==> src/rtl/uart_pkg.sv <==
// Shared types and constants for the UART packet transmitter.
// Latency: n/a (types, constants and an elaboration-time helper only).
// Backpressure: n/a.
package uart_pkg;

    localparam int OVERSAMPLE = 16;

    typedef enum logic [2:0] {
        PKT_IDLE,
        PKT_HDR,
        PKT_PAY,
        PKT_CHK,
        PKT_FIN
    } pkt_state_t;

    typedef enum logic [1:0] {
        TX_IDLE,
        TX_START,
        TX_DATA,
        TX_STOP
    } tx_state_t;

    // Accumulator increment for a given clock and baud, rounded to nearest:
    // 2^32 * baud * OVERSAMPLE / clk_hz.
    function automatic logic [31:0] calc_devide_cnt(input longint unsigned clk_hz,
                                                    input longint unsigned baud);
        longint unsigned num;
        num = (baud * 64'(OVERSAMPLE)) << 32;
        return 32'((num + clk_hz / 2) / clk_hz);
    endfunction

endpackage

==> src/rtl/uart_packet_tx_if.sv <==
// Request/status bundle between a packet source and the UART packet transmitter.
// Latency: n/a (wiring only).
// Backpressure: none; sources watch busy, starts while busy are reported via start_drop.
interface uart_packet_tx_if #(
    parameter int N_BYTES = 20
);
    logic                   start;
    logic [8*N_BYTES-1:0]   payload;
    logic                   txd;
    logic                   busy;
    logic                   done;
    logic                   start_drop;
    logic                   baud_tick;

    modport master (
        output start, payload,
        input  txd, busy, done, start_drop, baud_tick
    );

    modport slave (
        input  start, payload,
        output txd, busy, done, start_drop, baud_tick
    );
endinterface

==> src/rtl/uart_byte_tx.sv <==
// Serialises one byte as 8N1/8N2 UART, each bit held for OVERSAMPLE baud ticks.
// Latency: start bit begins on the first baud_tick after acceptance.
// Backpressure: byte_ready is high only in IDLE; byte_done pulses on the final stop tick.
module uart_byte_tx
    import uart_pkg::*;
#(
    parameter int STOP_BITS = 1
) (
    input  logic       clk_50m,
    input  logic       rst_n,
    input  logic       baud_tick,
    input  logic       byte_valid,
    input  logic [7:0] byte_data,
    output logic       byte_ready,
    output logic       byte_done,
    output logic       txd
);

    localparam logic [5:0] BIT_TICKS  = 6'(OVERSAMPLE);
    localparam logic [5:0] STOP_TICKS = 6'(OVERSAMPLE * STOP_BITS);

    tx_state_t  state, state_nxt;
    logic [5:0] tick_cnt;
    logic [2:0] bit_idx;
    logic [7:0] shreg;
    logic       started;
    logic       txd_q;

    // tick_cnt counts the tick that opened the current bit as 1; the tick seen
    // at count BIT_TICKS opens the next bit.  The stop bit hands back on its
    // last counted tick so a queued byte can start on the very next tick.
    logic bit_last;
    logic stop_last;
    assign bit_last  = baud_tick && (tick_cnt == BIT_TICKS);
    assign stop_last = baud_tick && (tick_cnt == STOP_TICKS - 6'd1);

    // State register
    always_ff @(posedge clk_50m or negedge rst_n) begin
        if (!rst_n) state <= TX_IDLE;
        else        state <= state_nxt;
    end

    // Next state and ready
    always_comb begin
        state_nxt  = state;
        byte_ready = 1'b0;
        case (state)
            TX_IDLE: begin
                byte_ready = 1'b1;
                if (byte_valid) state_nxt = TX_START;
            end
            TX_START: if (started && bit_last)           state_nxt = TX_DATA;
            TX_DATA:  if (bit_last && bit_idx == 3'd7)   state_nxt = TX_STOP;
            TX_STOP:  if (stop_last)                     state_nxt = TX_IDLE;
            default:                                     state_nxt = TX_IDLE;
        endcase
    end

    // Bit timing, shift register and line driver
    always_ff @(posedge clk_50m or negedge rst_n) begin
        if (!rst_n) begin
            tick_cnt  <= 6'd0;
            bit_idx   <= 3'd0;
            shreg     <= 8'h00;
            started   <= 1'b0;
            txd_q     <= 1'b1;
            byte_done <= 1'b0;
        end else begin
            byte_done <= 1'b0;
            case (state)
                TX_IDLE: begin
                    if (byte_valid) begin
                        shreg   <= byte_data;
                        started <= 1'b0;
                    end
                end
                TX_START: begin
                    if (baud_tick) begin
                        if (!started) begin
                            started  <= 1'b1;
                            txd_q    <= 1'b0;
                            tick_cnt <= 6'd1;
                        end else if (tick_cnt == BIT_TICKS) begin
                            txd_q    <= shreg[0];
                            shreg    <= shreg >> 1;
                            bit_idx  <= 3'd0;
                            tick_cnt <= 6'd1;
                        end else begin
                            tick_cnt <= tick_cnt + 6'd1;
                        end
                    end
                end
                TX_DATA: begin
                    if (baud_tick) begin
                        if (tick_cnt == BIT_TICKS) begin
                            tick_cnt <= 6'd1;
                            if (bit_idx == 3'd7) begin
                                txd_q <= 1'b1;
                            end else begin
                                txd_q   <= shreg[0];
                                shreg   <= shreg >> 1;
                                bit_idx <= bit_idx + 3'd1;
                            end
                        end else begin
                            tick_cnt <= tick_cnt + 6'd1;
                        end
                    end
                end
                TX_STOP: begin
                    if (baud_tick) begin
                        if (tick_cnt == STOP_TICKS - 6'd1) byte_done <= 1'b1;
                        else                               tick_cnt  <= tick_cnt + 6'd1;
                    end
                end
                default: txd_q <= 1'b1;
            endcase
        end
    end

    assign txd = txd_q;

endmodule

==> src/rtl/uart_packet_tx.sv <==
// UART packet transmitter: header, latched payload, optional additive checksum.
// Latency: busy the cycle after start; first start bit on the next baud_tick after the first byte handoff.
// Backpressure: none upstream; starts while busy are ignored and flagged on start_drop.
module uart_packet_tx
    import uart_pkg::*;
#(
    parameter int          N_BYTES    = 20,
    parameter int          HDR_BYTES  = 2,
    parameter logic [31:0] HDR_VALUE  = 32'h00005A5A,
    parameter int          CHK_EN     = 1,
    parameter int          LSB_FIRST  = 0,
    parameter int          STOP_BITS  = 1,
    parameter logic [31:0] DEVIDE_CNT = 32'd13194140
) (
    input  logic          clk_50m,
    input  logic          rst_n,
    uart_packet_tx_if.slave bus
);

    localparam int PW = 8 * N_BYTES;
    // Header left-aligned so the next byte to send is always hdr_sh[31:24].
    localparam logic [31:0] HDR_ALIGNED = (HDR_BYTES == 0) ? 32'd0 : (HDR_VALUE << (8 * (4 - HDR_BYTES)));
    localparam logic [6:0]  HDR_LAST    = 7'(HDR_BYTES - 1);
    localparam logic [6:0]  PAY_LAST    = 7'(N_BYTES - 1);

    logic [31:0] acc;
    logic [32:0] acc_sum;
    logic        baud_tick;

    pkt_state_t  state, state_nxt;
    logic [PW-1:0] pay_sh;
    logic [31:0] hdr_sh;
    logic [7:0]  chk;
    logic [6:0]  idx;
    logic        busy_q, done_q, drop_q;
    logic        byte_valid, byte_ready, byte_done, xfer, txd_w;
    logic [7:0]  byte_data, pay_byte;

    assign acc_sum  = {1'b0, acc} + {1'b0, DEVIDE_CNT};
    assign pay_byte = (LSB_FIRST != 0) ? pay_sh[7:0] : pay_sh[PW-1 -: 8];
    assign xfer     = byte_valid & byte_ready;

    // Free-running phase accumulator; its carry is the 16x baud enable
    always_ff @(posedge clk_50m or negedge rst_n) begin
        if (!rst_n) begin
            acc       <= 32'd0;
            baud_tick <= 1'b0;
        end else begin
            acc       <= acc_sum[31:0];
            baud_tick <= acc_sum[32];
        end
    end

    // Packet state register
    always_ff @(posedge clk_50m or negedge rst_n) begin
        if (!rst_n) state <= PKT_IDLE;
        else        state <= state_nxt;
    end

    // Packet sequencing and byte presented to the serialiser
    always_comb begin
        state_nxt  = state;
        byte_valid = 1'b0;
        byte_data  = 8'h00;
        case (state)
            PKT_IDLE: if (bus.start) state_nxt = (HDR_BYTES == 0) ? PKT_PAY : PKT_HDR;
            PKT_HDR: begin
                byte_valid = 1'b1;
                byte_data  = hdr_sh[31:24];
                if (xfer && idx == HDR_LAST) state_nxt = PKT_PAY;
            end
            PKT_PAY: begin
                byte_valid = 1'b1;
                byte_data  = pay_byte;
                if (xfer && idx == PAY_LAST) state_nxt = (CHK_EN != 0) ? PKT_CHK : PKT_FIN;
            end
            PKT_CHK: begin
                byte_valid = 1'b1;
                byte_data  = chk;
                if (xfer) state_nxt = PKT_FIN;
            end
            PKT_FIN: if (byte_done) state_nxt = PKT_IDLE;
            default: state_nxt = PKT_IDLE;
        endcase
    end

    // Payload/header shifters, checksum, status flags
    always_ff @(posedge clk_50m or negedge rst_n) begin
        if (!rst_n) begin
            pay_sh <= '0;
            hdr_sh <= 32'd0;
            chk    <= 8'h00;
            idx    <= 7'd0;
            busy_q <= 1'b0;
            done_q <= 1'b0;
            drop_q <= 1'b0;
        end else begin
            done_q <= 1'b0;
            drop_q <= bus.start & busy_q;
            case (state)
                PKT_IDLE: begin
                    if (bus.start) begin
                        pay_sh <= bus.payload;
                        hdr_sh <= HDR_ALIGNED;
                        chk    <= 8'h00;
                        idx    <= 7'd0;
                        busy_q <= 1'b1;
                    end
                end
                PKT_HDR: begin
                    if (xfer) begin
                        hdr_sh <= hdr_sh << 8;
                        idx    <= (idx == HDR_LAST) ? 7'd0 : idx + 7'd1;
                    end
                end
                PKT_PAY: begin
                    if (xfer) begin
                        chk    <= chk + pay_byte;
                        pay_sh <= (LSB_FIRST != 0) ? (pay_sh >> 8) : (pay_sh << 8);
                        idx    <= idx + 7'd1;
                    end
                end
                PKT_FIN: begin
                    if (byte_done) begin
                        done_q <= 1'b1;
                        busy_q <= 1'b0;
                    end
                end
                default: ;
            endcase
        end
    end

    uart_byte_tx #(
        .STOP_BITS (STOP_BITS)
    ) u_byte_tx (
        .clk_50m    (clk_50m),
        .rst_n      (rst_n),
        .baud_tick  (baud_tick),
        .byte_valid (byte_valid),
        .byte_data  (byte_data),
        .byte_ready (byte_ready),
        .byte_done  (byte_done),
        .txd        (txd_w)
    );

    assign bus.txd        = txd_w;
    assign bus.busy       = busy_q;
    assign bus.done       = done_q;
    assign bus.start_drop = drop_q;
    assign bus.baud_tick  = baud_tick;

endmodule

==> src/flat_wrapper.sv <==
// flat-port wrapper written by rule: the top's interface ports become plain ports
module uart_packet_tx_flat import uart_pkg::*;
#(
    parameter int          N_BYTES    = 20,
    parameter int          HDR_BYTES  = 2,
    parameter logic [31:0] HDR_VALUE  = 32'h00005A5A,
    parameter int          CHK_EN     = 1,
    parameter int          LSB_FIRST  = 0,
    parameter int          STOP_BITS  = 1,
    parameter logic [31:0] DEVIDE_CNT = 32'd13194140
)
  (clk_50m, rst_n, bus_start, bus_payload, bus_txd, bus_busy, bus_done, bus_start_drop, bus_baud_tick);
  uart_packet_tx_if #(.N_BYTES(N_BYTES)) bus_i ();
  input  logic clk_50m;
  input  logic rst_n;
  input wire logic [$bits(bus_i.start)-1:0] bus_start;
  input wire logic [$bits(bus_i.payload)-1:0] bus_payload;
  output wire logic [$bits(bus_i.txd)-1:0] bus_txd;
  output wire logic [$bits(bus_i.busy)-1:0] bus_busy;
  output wire logic [$bits(bus_i.done)-1:0] bus_done;
  output wire logic [$bits(bus_i.start_drop)-1:0] bus_start_drop;
  output wire logic [$bits(bus_i.baud_tick)-1:0] bus_baud_tick;
  assign bus_i.start = bus_start;
  assign bus_i.payload = bus_payload;
  assign bus_txd = bus_i.txd;
  assign bus_busy = bus_i.busy;
  assign bus_done = bus_i.done;
  assign bus_start_drop = bus_i.start_drop;
  assign bus_baud_tick = bus_i.baud_tick;
  uart_packet_tx #(.N_BYTES(N_BYTES), .HDR_BYTES(HDR_BYTES), .HDR_VALUE(HDR_VALUE), .CHK_EN(CHK_EN), .LSB_FIRST(LSB_FIRST), .STOP_BITS(STOP_BITS), .DEVIDE_CNT(DEVIDE_CNT)) u_core (.clk_50m(clk_50m), .rst_n(rst_n), .bus(bus_i));
endmodule
==> config.mk <==
export PLATFORM = sky130hd
export DESIGN_NAME = uart_packet_tx_flat
export DESIGN_NICKNAME = d
export VERILOG_FILES = /design/src/rtl/uart_pkg.sv /design/src/rtl/uart_packet_tx_if.sv /design/src/rtl/uart_byte_tx.sv /design/src/rtl/uart_packet_tx.sv /design/src/flat_wrapper.sv
export SDC_FILE = /design/constraint.sdc
export NUM_CORES = 1
export LEC_CHECK = 0
export CELL_PAD_IN_SITES_DETAIL_PLACEMENT = 1
export CELL_PAD_IN_SITES_GLOBAL_PLACEMENT = 1
export CORE_MARGIN = 10
export CORE_UTILIZATION = 30
export DETAILED_ROUTE_END_ITERATION = 12
export PLACE_DENSITY = 0.63
export SYNTH_ARGS = -nofsm -noshare
export SYNTH_HDL_FRONTEND = slang
export SYNTH_SLANG_ARGS = --single-unit
==> constraint.sdc <==
create_clock -name clk_50m -period 2.6 [get_ports clk_50m]
set_input_delay 0.39 -clock clk_50m [delete_from_list [all_inputs] [get_ports clk_50m]]
set_output_delay 0.39 -clock clk_50m [all_outputs]
set_load 0.03 [all_outputs]
==> run metrics <==
All-Layer GR Usage 14.5%; deepest clock path buffer count 3; final wirelength 34300 um; maximum clock rate 0.449 GHz; status complete, no violations; Starting Density 30.6%; Ports 168; Setup TNS 0 ps; Root Driver clkbuf_16; vias 9592; wire per inst 17.5 um; die area 46900 sq um; first-pass GRT wire length 56700 um; worst path required time 2210 ps; Post-Synth Adder-Cell Area 2.23%; post-cts sizing count 0; largest net degree at the start of global routing 104; Skew-Pair Late Insertion Delay 540 ps; Rows 71; pre-CTS WS 193 ps; IO Port Bufs 167; number of synthesized flops with an enable pin 0; Comb power frac 7.6%; CP Class flip-flop to primary output; Synth Area in Compound Gates 16.2%; slowest stage delay, CP 770 ps; Slowest cell on crit path clkdlybuf4s50_1; vias in the first global route 10283; Max Slew Vio Count 0; Max Cap Violations 0; cell-internal power 6610 uW; unrepaired setup endpoints after global routing false; TritonCTS clock tree built; synthesized cell area 11600 sq um; post-synthesis instance total 1283; Static Leak 0.00621 uW; Synth Register Bits 236; Routed Antenna Nets 0; DRC viols 0; largest family of logic cells by synthesized area simple AND/OR/NAND/NOR gates; antenna violations before repair 1; maximum vdd ir drop 0.000402 V; hpwl dp 24600 um; type of the worst min-delay path input port to async pin; ANT cells 0; CTS Buf Count 29; Final WS setup 374 ps; fin nets 1609; met1 Resource Use GR 19.9%; Slew HR 50.3%; clock power share 46.6%; drt first pass iters 4; Worst Skew 11.1 ps; Worst Path Buf+Inv 1; Synth Area in XOR/XNOR 2.19%; H-tree lvl count 1; area of the placeable core 37800 sq um; Synth cell types 72; number of hold buffers added after CTS 1; Worst setup SP type flip-flop; main flop type after synthesis dfrtp_1; Tot Pwr 8530 uW; final hold vios 0; sequential element share of the synthesized area 51.0%; simple-gate share of the synthesized area 21.6%; ys async rst share 100%; Tmin final 2230 ps; placed insts 1905; PD cells 581 nW/um^2; worst slew pin tran 743 ps; Worst Setup End Kind primary output; final setup fails 0; Flop pwr share 45.8%; fin cells 1956; switch share 22.6%; crit-path cells clkdlybuf4s50_1; grt ovf 0; Syn-to-layout area delta 27.0%; RD Place Congestion 0.790; mux contribution to synthesized area 1.76%; family with the most delay on the worst path buffers and inverters; Vias/cell 4.90; NetSw 1930 uW; DRT iter0 DRCs 526; die height 216 um; Mapped Nets 1466; period utilisation layout 85.6%; GR peak layer met2; Synth Area per Inst 9.02 sq um; yosys warns 0; Clock Pin Slew Worst Setup and Hold Paths 60 ps; chip width 216 um; clk sink count 236; Worst EP arrival 1840 ps; met2 Usage GRT 23.7%; layout cells sized above 1 7.27%; met3 GRT Util 2.38%; total setup buffers inserted after CTS 0; worst-path fanout max 6
## kinds of logic (layout without fill, tap and decap cells)
group	Yosys count	after routing
and+or+nand+nor	603	603
AOI/OAI and AO/OA	278	278
DFF	236	236
buffers and inverters	98	260
xor gates and xnor gates	29	29
adders and majority gates	20	20
muxes	19	19
## registers in the layout (all words and copies together), names as in the netlist
signal and cells:
u_core.bus.busy 1, u_core.bus.baud_tick 1, u_core.pay_sh 160, u_core.hdr_sh 2
u_core.bus.start_drop 1, u_core.idx 7, u_core.u_byte_tx.state 2, u_core.acc 30
u_core.u_byte_tx.shreg 8, u_core.u_byte_tx.started 1, u_core.bus.done 1, u_core.chk 8
u_core.u_byte_tx.bit_idx 3, u_core.state 3, u_core.u_byte_tx.tick_cnt 6, u_core.u_byte_tx.byte_done 1
u_core.u_byte_tx.txd 1
## per-stage QoR
step	hold slack, ps	area [sq um]	util (%)
floorplan	94.4	11600	-
finish	395	14700	38.8
global route	414	14700	38.8
detailed placement	368	13800	36.3
CTS	389	14700	38.8
global placement	364	13800	36.3
## power by group through the flow
| stage | sequential [uW] | clock, uW | combinational, uW |
|---|---|---|---|
| 2_1_floorplan | 3940 | 0 | 248 |
| 3_3_place_gp | 3970 | 0 | 648 |
| 3_5_place_dp | 3970 | 0 | 663 |
| 4_1_cts | 3910 | 4100 | 669 |
| 5_1_grt | 3920 | 4270 | 737 |
| 6_report | 3910 | 3980 | 652 |
## worst reg2reg max path, cell delays in order, from the launching register on
cell and delay [ps]:
dfrtp_1 430, ha_1 340, a211oi_1 370, nor2_1 140
o221a_2 260, or4_1 470, nand3_1 80
## layout by cell type (no fill, tap or decap), drive strengths merged, types with 4 or more instances in the layout
cell type	count
ha	19
o21ai	36
nand2	352
a21oi	14
a22o	20
inv	16
and3	4
dfrtp	235
nor2	176
a211oi	7
clkbuf	41
nand3	11
mux2	11
nor3b	4
or2	5
nor2b	5
clkinv	6
xor2	14
o31ai	5
a21boi	4
a31oi	157
clkdlybuf4s50	166
a21o	8
mux2i	8
or3	4
nand2b	10
buf	27
nor3	9
xnor2	15
## path summary, 6_finish.rpt
path,startpoint,endpoint,slack (ps),cells after the start
min in group clk_50m,bus_payload[17],u_core.pay_sh[17],420,3
max in group asynchronous,rst_n,u_core.pay_sh[82],1470,3
worst max-delay path,u_core.bus.baud_tick,bus_baud_tick,370,1
worst min register to register,u_core.hdr_sh[22],u_core.hdr_sh[22],480,1
worst min-delay path,rst_n,u_core.u_byte_tx.bit_idx[0],400,2
worst max register to register,u_core.chk[1],u_core.chk[7],450,6
## metal layers
layer  wire length [um]  share of wire, %
met1              16600                48
met2              16100                47
met3               1180               3.4
met4                418               1.2
met5                 13             0.038
## Yosys cell counts (all sizes together), types with 8 or more instances
library cell,instances,area [sq um]
nand2,352,1320
dfrtp,235,5880
nor2,176,661
a31oi,157,982
buf,41,375
clkbuf,41,154
o21ai,36,180
a22o,20,175
ha,19,238
inv,16,60.1
xnor2,15,131
a21oi,14,70.1
xor2,14,123
mux2,11,124
nand3,11,60.1
nand2b,10,70.1
nor3,9,45.0
a21o,8,60.1
mux2i,8,80.1
## final cells by class
class	count	area [sq um]
Fill cell	4464	23100
Sequential cell	236	5910
Multi-Input combinational cell	949	5100
Timing Repair Buffer	194	2060
Clock buffer	41	841
Tap cell	511	639
Clock inverter	9	97.6
Inverter	16	60.1
No activity file was read; power rests on OpenSTA's default activity.
